## config.mk

```make
export PLATFORM = sky130hd
export DESIGN_NAME = lzc_packed
export DESIGN_NICKNAME = d
export VERILOG_FILES = /design/src/rtl/lzc_packed.sv
export SDC_FILE = /design/constraint.sdc
export NUM_CORES = 1
export LEC_CHECK = 0
export ABC_AREA = 1
export ABC_CLOCK_PERIOD_IN_PS = 1700
export CAP_MARGIN = 10
export CORE_MARGIN = 2
export CORE_UTILIZATION = 54
export CTS_CLUSTER_SIZE = 28
export DETAILED_ROUTE_END_ITERATION = 7
export GPL_ROUTABILITY_DRIVEN = 0
export GPL_TIMING_DRIVEN = 0
export PLACE_DENSITY = 0.82
export SYNTH_ARGS = -nofsm -noshare
export SYNTH_HDL_FRONTEND = slang
export SYNTH_SLANG_ARGS = --single-unit
export TNS_END_PERCENT = 20
```

## constraint.sdc

```tcl
create_clock -name clk -period 1.7 [get_ports clk]
set_input_delay 0.255 -clock clk [delete_from_list [all_inputs] [get_ports clk]]
set_output_delay 0.255 -clock clk [all_outputs]
set_load 0.02 [all_outputs]
```

## src/rtl/lzc_packed.sv

```systemverilog
// Two-stage multi-precision leading-zero counter (1/2/4 lanes); results two edges after the input is presented.
// Backpressure: out_ready low freezes S2; S1 fills once, then in_ready drops until S2 moves.
module lzc_packed #(
  parameter int DATA_W = 106,
  parameter int CNT_W  = 7
) (
  input  logic              clk,
  input  logic              rst_n,
  input  logic              in_valid,
  output logic              in_ready,
  input  logic [DATA_W-1:0] in_data,
  input  logic [1:0]        in_mode,
  output logic              out_valid,
  input  logic              out_ready,
  output logic [DATA_W-1:0] out_data,
  output logic [1:0]        out_mode,
  output logic [CNT_W-1:0]  shtamt0,
  output logic [CNT_W-1:0]  shtamt1,
  output logic [CNT_W-1:0]  shtamt2,
  output logic [CNT_W-1:0]  shtamt3,
  output logic [3:0]        zero
);

  function automatic logic [5:0] lzc54(input logic [53:0] v);
    logic [5:0] c;
    c = 6'd54;
    for (int i = 0; i < 54; i++) begin
      if (v[i]) c = 6'(53 - i);
    end
    return c;
  endfunction

  // Each lane is left-justified into 107 bits with a 1 right below its LSB,
  // so an all-zero lane counts to exactly its width; unused lanes count 0.
  logic [3:0][106:0] lane;
  logic [3:0]        lz_d;
  logic [3:0][5:0]   hi_cnt_d, lo_cnt_d;
  logic [3:0]        hi_z_d;

  always_comb begin
    lane = {4{1'b1, 106'b0}};
    lz_d = 4'b0000;
    case (in_mode)
      2'b01: begin
        lane[0] = {in_data[21:0],   1'b1, 84'b0};
        lane[1] = {in_data[49:28],  1'b1, 84'b0};
        lane[2] = {in_data[77:56],  1'b1, 84'b0};
        lane[3] = {in_data[105:84], 1'b1, 84'b0};
        lz_d    = {~|in_data[105:84], ~|in_data[77:56], ~|in_data[49:28], ~|in_data[21:0]};
      end
      2'b10: begin
        lane[0] = {in_data[47:0],   1'b1, 58'b0};
        lane[1] = {in_data[105:58], 1'b1, 58'b0};
        lz_d    = {2'b00, ~|in_data[105:58], ~|in_data[47:0]};
      end
      default: begin
        lane[0] = {in_data, 1'b1};
        lz_d    = {3'b000, ~|in_data};
      end
    endcase
    for (int n = 0; n < 4; n++) begin
      hi_cnt_d[n] = lzc54({lane[n][106:54], 1'b1});
      hi_z_d[n]   = ~|lane[n][106:54];
      lo_cnt_d[n] = lzc54(lane[n][53:0]);
    end
  end

  logic              v1_q, v2_q;
  logic [DATA_W-1:0] data1_q;
  logic [1:0]        mode1_q;
  logic [3:0][5:0]   hi_cnt_q, lo_cnt_q;
  logic [3:0]        hi_z_q, lz_q;
  logic [3:0][CNT_W-1:0] cnt_d, cnt_q;
  logic [DATA_W-1:0] data2_q;
  logic [1:0]        mode2_q;
  logic [3:0]        zero_q;
  logic              s2_adv, s1_load;

  assign s2_adv   = !v2_q || out_ready;
  assign in_ready = !v1_q || s2_adv;
  assign s1_load  = in_valid && in_ready;

  always_comb begin
    for (int n = 0; n < 4; n++) begin
      cnt_d[n] = hi_z_q[n] ? (7'd53 + {1'b0, lo_cnt_q[n]}) : {1'b0, hi_cnt_q[n]};
    end
  end

  always_ff @(posedge clk or negedge rst_n) begin
    if (!rst_n) begin
      v1_q     <= 1'b0;
      data1_q  <= '0;
      mode1_q  <= '0;
      hi_cnt_q <= '0;
      lo_cnt_q <= '0;
      hi_z_q   <= '0;
      lz_q     <= '0;
    end else begin
      if (in_ready) v1_q <= in_valid;
      if (s1_load) begin
        data1_q  <= in_data;
        mode1_q  <= in_mode;
        hi_cnt_q <= hi_cnt_d;
        lo_cnt_q <= lo_cnt_d;
        hi_z_q   <= hi_z_d;
        lz_q     <= lz_d;
      end
    end
  end

  always_ff @(posedge clk or negedge rst_n) begin
    if (!rst_n) begin
      v2_q    <= 1'b0;
      data2_q <= '0;
      mode2_q <= '0;
      cnt_q   <= '0;
      zero_q  <= '0;
    end else if (s2_adv) begin
      v2_q <= v1_q;
      if (v1_q) begin
        data2_q <= data1_q;
        mode2_q <= mode1_q;
        cnt_q   <= cnt_d;
        zero_q  <= lz_q;
      end
    end
  end

  assign out_valid = v2_q;
  assign out_data  = data2_q;
  assign out_mode  = mode2_q;
  assign shtamt0   = cnt_q[0];
  assign shtamt1   = cnt_q[1];
  assign shtamt2   = cnt_q[2];
  assign shtamt3   = cnt_q[3];
  assign zero      = zero_q;

endmodule

```

==> Word-level counts from Yosys, hierarchy flattened <==
Cells that the tools add are included.
{ "word_totals": {"regBits": 306, "in_bits": 112, "output_inout_bits": 142, "word_cells": 491} }
{ "classes": {"add_sub_neg": 4, "n_eq_ne": 2, "muxes": 436, "n_reduce_logical": 28} }
{ "ops": {"columns": ["cell", "count"], "rows": [
  ["6-bit 2-to-1 mux", 420],
  ["107-bit one-hot mux with 2 select lines", 2],
  ["214-bit 2-to-1 mux", 1],
  ["53-bit OR reduction", 4],
  ["106-bit OR reduction", 1],
  ["48-bit OR reduction", 2],
  ["22-bit OR reduction", 4],
  ["6-bit by 6-bit adder with 7-bit output, first input constant", 4],
  ["7-bit 2-to-1 mux", 4],
  ["1-bit logical NOT", 13],
  ["2-bit 2-to-1 mux", 4],
  ["4-bit one-hot mux with 2 select lines", 1],
  ["1-bit 2-to-1 mux", 4],
  ["2-bit by 1-bit equality test with 1-bit output, second input constant", 1],
  ["2-bit equality test, second input constant", 1],
  ["1-bit logical OR", 2],
  ["2-bit AND reduction", 1],
  ["1-bit logical AND", 1]
]} }

==> Depth between registers and ports, before layout <==
{ "logic_depth": {"ltp_word": 56, "mapped_depth": 57, "ltp_nobuf": 56} }

==> Worst setup path after synthesis <==
Ideal clock, no wire load.
{ "synth_timing": {"path_type": "input to register", "start": "in in_mode[0]", "end": "reg hi_cnt_q[0] (netlist bit)", "setup_ps": 117, "arrival_ps": 3099, "t_required_ps": 1583, "slack_ps": -1515, "cell_stages": 52, "n_path_buf": 2, "path_cell_list": "inv_1 > ha_1 > buf_6 > buf_4 > a22oi_1 > nand2_1 > nand2_1 > nand2_1 > nand2_1 > nand2_1 > nand2_1 > nand2_1 > nand2_1 > nand2_1 > nand2_1 > nand2_1 > nand2_1 > nand2_1 > (+16 left out) > nand2_1 > nand2_1 > nand2_1 > nand2_1 > nand2_1 > nand2_1 > nand2_1 > nand2_1 > nand2_1 > nand2_1 > nand2_1 > nand2_1 > nand2_1 > nand2_1 > nand2_1 > nand2_1 > nand2_1 > nand2_1"} }
{ "synth_between": {"elab_chain_len": 55, "elab_cells_between_ends": 56, "cone_classes": "2 x eq/ne; 54 x mux"} }
{ "synth_lines": {"columns": ["element", "line", "source"], "rows": [
  ["start, declared", "12", "input logic [1:0] in_mode,"],
  ["2-bit equality test or 2-bit by 1-bit equality test with 1-bit output (tied branches)", "43", "case (in_mode)"],
  ["107-bit one-hot mux with 2 select lines *", "43", null],
  ["1-bit 2-to-1 mux", "28", "if (v[i]) c = 6'(53 - i);"],
  ["6-bit 2-to-1 mux (51 in a row)", "28", null],
  ["6-bit 2-to-1 mux *", "28", null],
  ["end signal, assigned", "103", "hi_cnt_q <= hi_cnt_d;"],
  ["end, declared", "71", "logic [3:0][5:0] hi_cnt_q, lo_cnt_q;"]
]} }
Every way passes the cells marked *; elsewhere a longest branch is shown, timed or not.
A chain may end at the register's enable or synchronous reset.

==> Worst setup path after layout <==
{ "layout_timing": {"start": "in in_mode[0]", "end": "reg hi_cnt_q[6] (netlist bit)"} }
{ "layout_between": {"elab_chain_len": 51, "elab_cells_between_ends": 52, "cone_classes": "2 x eq/ne; 50 x mux"} }
{ "layout_lines": {"columns": ["element", "line"], "rows": [
  ["2-bit equality test or 2-bit by 1-bit equality test with 1-bit output (tied branches)", "43"],
  ["107-bit one-hot mux with 2 select lines *", "43"],
  ["6-bit 2-to-1 mux (48 in a row)", "28"],
  ["6-bit 2-to-1 mux *", "28"]
]} }
Marked as above.

==> results.cfg <==
[clock_network]
h-tree-depth = 1
cts_buffers = 29
numClockSinks = 289
cts_tree = done
cts_root_buf = clkbuf_16
clkTransAtPathRegs_ns = 0.06
clockBufferDepth = 3
clock_latency_ns = 0.56

[flow_run]
cap_violations = 0

[synthesis]
ys_ff_latch = 289
synth_common_cells = 847 x nand2_1, 289 x dfrtp_1, 211 x inv_1
yosys-top-cells-area = dfrtp_1 49%, nand2_1 22%, o21ai_0 6.0%, inv_1 5.4%, nor2_1 3.4%
syn_inst = 2010
async_reset_ff_share_pct = 100
yosysSeqAreaShare_pct = 49.3
synth.largest_area_cell = dfrtp_1
synth-edff-count = 0
synth_nets = 2125
syn_area_um2 = 14700
synthDistinctLibCells = 45
ys_warn_count = 0
synthFlopType = dfrtp_1
netlist.area_leader.share_pct = 49.3
avgSynthCellArea_um2 = 7.29
yosysMostFrequentCell = nand2_1

[route]
vias_per_cell = 5.94
drt_pass1_iterations = 8
drtAntennaViolNets = 0
met3_length_um = 7060
drt_wl_total_um = 55300
drc = 5
drt-initial-drc-count = 2288
wl_met1_um = 20100
post_drt_wl_per_cell_um = 20.5
route.vias.total = 16000
wl_met2_um = 23600
top_layer = met5

[worst_setup_path]
crit_path_top_delay_cell = ha_4
rrSetupSlack_ns = -0.16
worst_setup_path_start_kind = input pin
cp.required_ns = 2.16
crit_arrival_ns = 3.75
endpoint_kind = flip-flop
reg2reg_from = out_valid$_DFFE_PN0P_
cp-startpoint = in_mode[0]
r2r_cells = 9
crit_path_frequent_cell = nand2_1
timing.rr.end = hi_cnt_q[11]$_DFFE_PN0P_
crit_path_max_incr_delay_ns = 0.34
cp_max_fo = 7
crit_type = input pin to flip-flop

[floorplan]
io_pins = 254
start_util_pct = 54.7
die_h_um = 169
rows = 60
die-area_um2 = 28500
die_x_um = 169
coreArea_um2 = 26800

[power_and_ir_drop]
power.leakage_nw = 11.2
power_density_nw_per_um2 = 1160
ir_drop_v = 0.000714

[grt]
grt_pass1_wl_um = 83600
antenna_found_initial = 5
grt_usage_pct = 38.4
gr-total-overflow = 0
grt_max_degree = 129
grt_pass1_vias = 15200

[timing]
relSlewSlack_pct = 52.2
grt_setup_unrepaired = true
tightest_slew_ns = 0.716
finalCritPeriodShare_pct = 194
fmax_ghz = 0.304
layout_setup_ws_ns = -1.59
finalHoldViolations = 0
drv_slew = 0
clock-skew-final_ns = 0.0139
final-setup-viol-count = 22
layout_min_cycle_time_ns = 3.29

[placed_design]
dp.cells = 2606
placed_cell_area_um2 = 18000
port_buffers = 253
dp_hpwl_um = 39900
dpl_worst_slack_ns = -2.58

[run_status]
violations = design-rule violations, negative setup slack
status = complete, but fails checks

[min_path]
hold_end = data1_q[85]$_DFFE_PN0P_
holdPathStages = 3
min_path_type = input pin to flip-flop
hold_start = in_data[85]

[finish]
stdcell_count = 2691
area_growth_pct = 36.1
stdcell_area_um2 = 20000
nNetsFinal = 2442
drive_gt1_share_pct = 11.8
nFillCells = 1969
==> power by group <==
group,total [mW],switching [mW],internal [mW],leakage (nW)
logic,7.53,4.67,2.85,7.10
registers,9.02,0.792,8.23,3.65
clock network,6.51,2.74,3.77,0.467
total,23.1,8.21,14.9,11.2
==> registers in the layout, summed over array words and instances (netlist names) <==
name       flops
data1_q      106
out_data     106
hi_cnt_q      24
lo_cnt_q       7
shtamt0        7
shtamt1        7
shtamt2        7
shtamt3        7
hi_z_q         4
lz_q           4
zero           4
mode1_q        2
out_mode       2
out_valid      1
v1_q           1
==> worst max-delay path, delay by kind of cell <==
kind | cells | cell delay (ns)
buffers and inverters | 4 | 0.40
and+or+nand+nor | 47 | 2.73
adders and majority gates | 1 | 0.34
==> routing by layer <==
layer | global-route usage [%] | vias up
met1 | 49.3 | 7328
li1 | - | 7063
met5 | 0 | -
met2 | 58.8 | 1204
met4 | 22.5 | 2
met3 | 10.4 | 375
==> through the flow <==
stage | util (%) | TNS, ns | hold WS [ns] | total power, mW
final | 74.4 | -18.07 | 0.0695 | 23.1
after global routing | 74.4 | -21.69 | 0.0764 | 24.1
after CTS | 72.5 | -21.98 | 0.0606 | 22.9
after detailed placement | 67.2 | -249.24 | 0.145 | 16.5
after global placement | 67.0 | -3521.65 | 0.457 | 16.3
after floorplan | - | -18.90 | -0.0406 | 13.0
==> worst max path at each step <==
stage / end / slack (ns) / cells after the start
3_5_place_dp: hi_cnt_q[0]$_DFFE_PN0P_ / -2.58 / 57
5_1_grt: hi_cnt_q[6]$_DFFE_PN0P_ / -1.85 / 53
4_1_cts: lo_cnt_q[0]$_DFFE_PN0P_ / -1.35 / 57
3_3_place_gp: out_valid$_DFFE_PN0P_ / -11.41 / 1
6_report: hi_cnt_q[6]$_DFFE_PN0P_ / -1.59 / 52
2_1_floorplan: hi_cnt_q[0]$_DFFE_PN0P_ / -1.47 / 55
==> what timing repair did <==
item / 4_1_cts / 5_1_grt
pin swaps: 43 / 58
endpoints found under the setup margin: 430 / 310
resized for setup: 200 / 203
hold buffers: 1 / 0
buffers inserted: 28 / 5
hold endpoints to repair: 34 / 0
==> area by class of cell <==
type	count	area (um^2)	share of cell area (%)
Buffer	86	693	3.47
Timing Repair Buffer	288	3000	15.0
Clock buffer	43	858	4.30
Clock inverter	8	98.8	0.495
Tap cell	341	427	2.14
Inverter	219	853	4.28
Antenna cell	3	7.51	0.0376
Sequential cell	289	7230	36.2
Multi-Input combinational cell	1414	6780	34.0
==> cells by family (layout without fill, tap and decap cells) <==
family / after synthesis / after routing / synth area share (%)
other: 0 / 3 / 0
AO/OA/AOI/OAI: 344 / 344 / 13.8
AND/OR/NAND/NOR: 1066 / 1066 / 28.4
flip-flops: 289 / 289 / 49.3
XOR/XNOR: 1 / 1 / 0.0597
buffers and inverters: 307 / 644 / 8.15
adder cells (fa/ha/maj): 3 / 3 / 0.256
==> cell usage in the layout, fill, tap and decap left out, types with 14 or more instances in the layout <==
cell type / count
a21oi_1: 41
buf_4: 31
buf_6: 15
clkbuf_1: 19
clkbuf_16: 30
clkbuf_2: 37
clkbuf_8: 14
clkdlybuf4s50_1: 89
dfrtp_1: 289
dlygate4sd2_1: 64
dlymetal6s2s_1: 92
inv_1: 197
inv_2: 15
nand2_1: 840
nand3_1: 26
nand4_1: 18
nor2_1: 114
nor2_2: 16
o21ai_0: 151
o21ai_1: 21
o22ai_1: 32
Power figures use the tool's default switching activity.
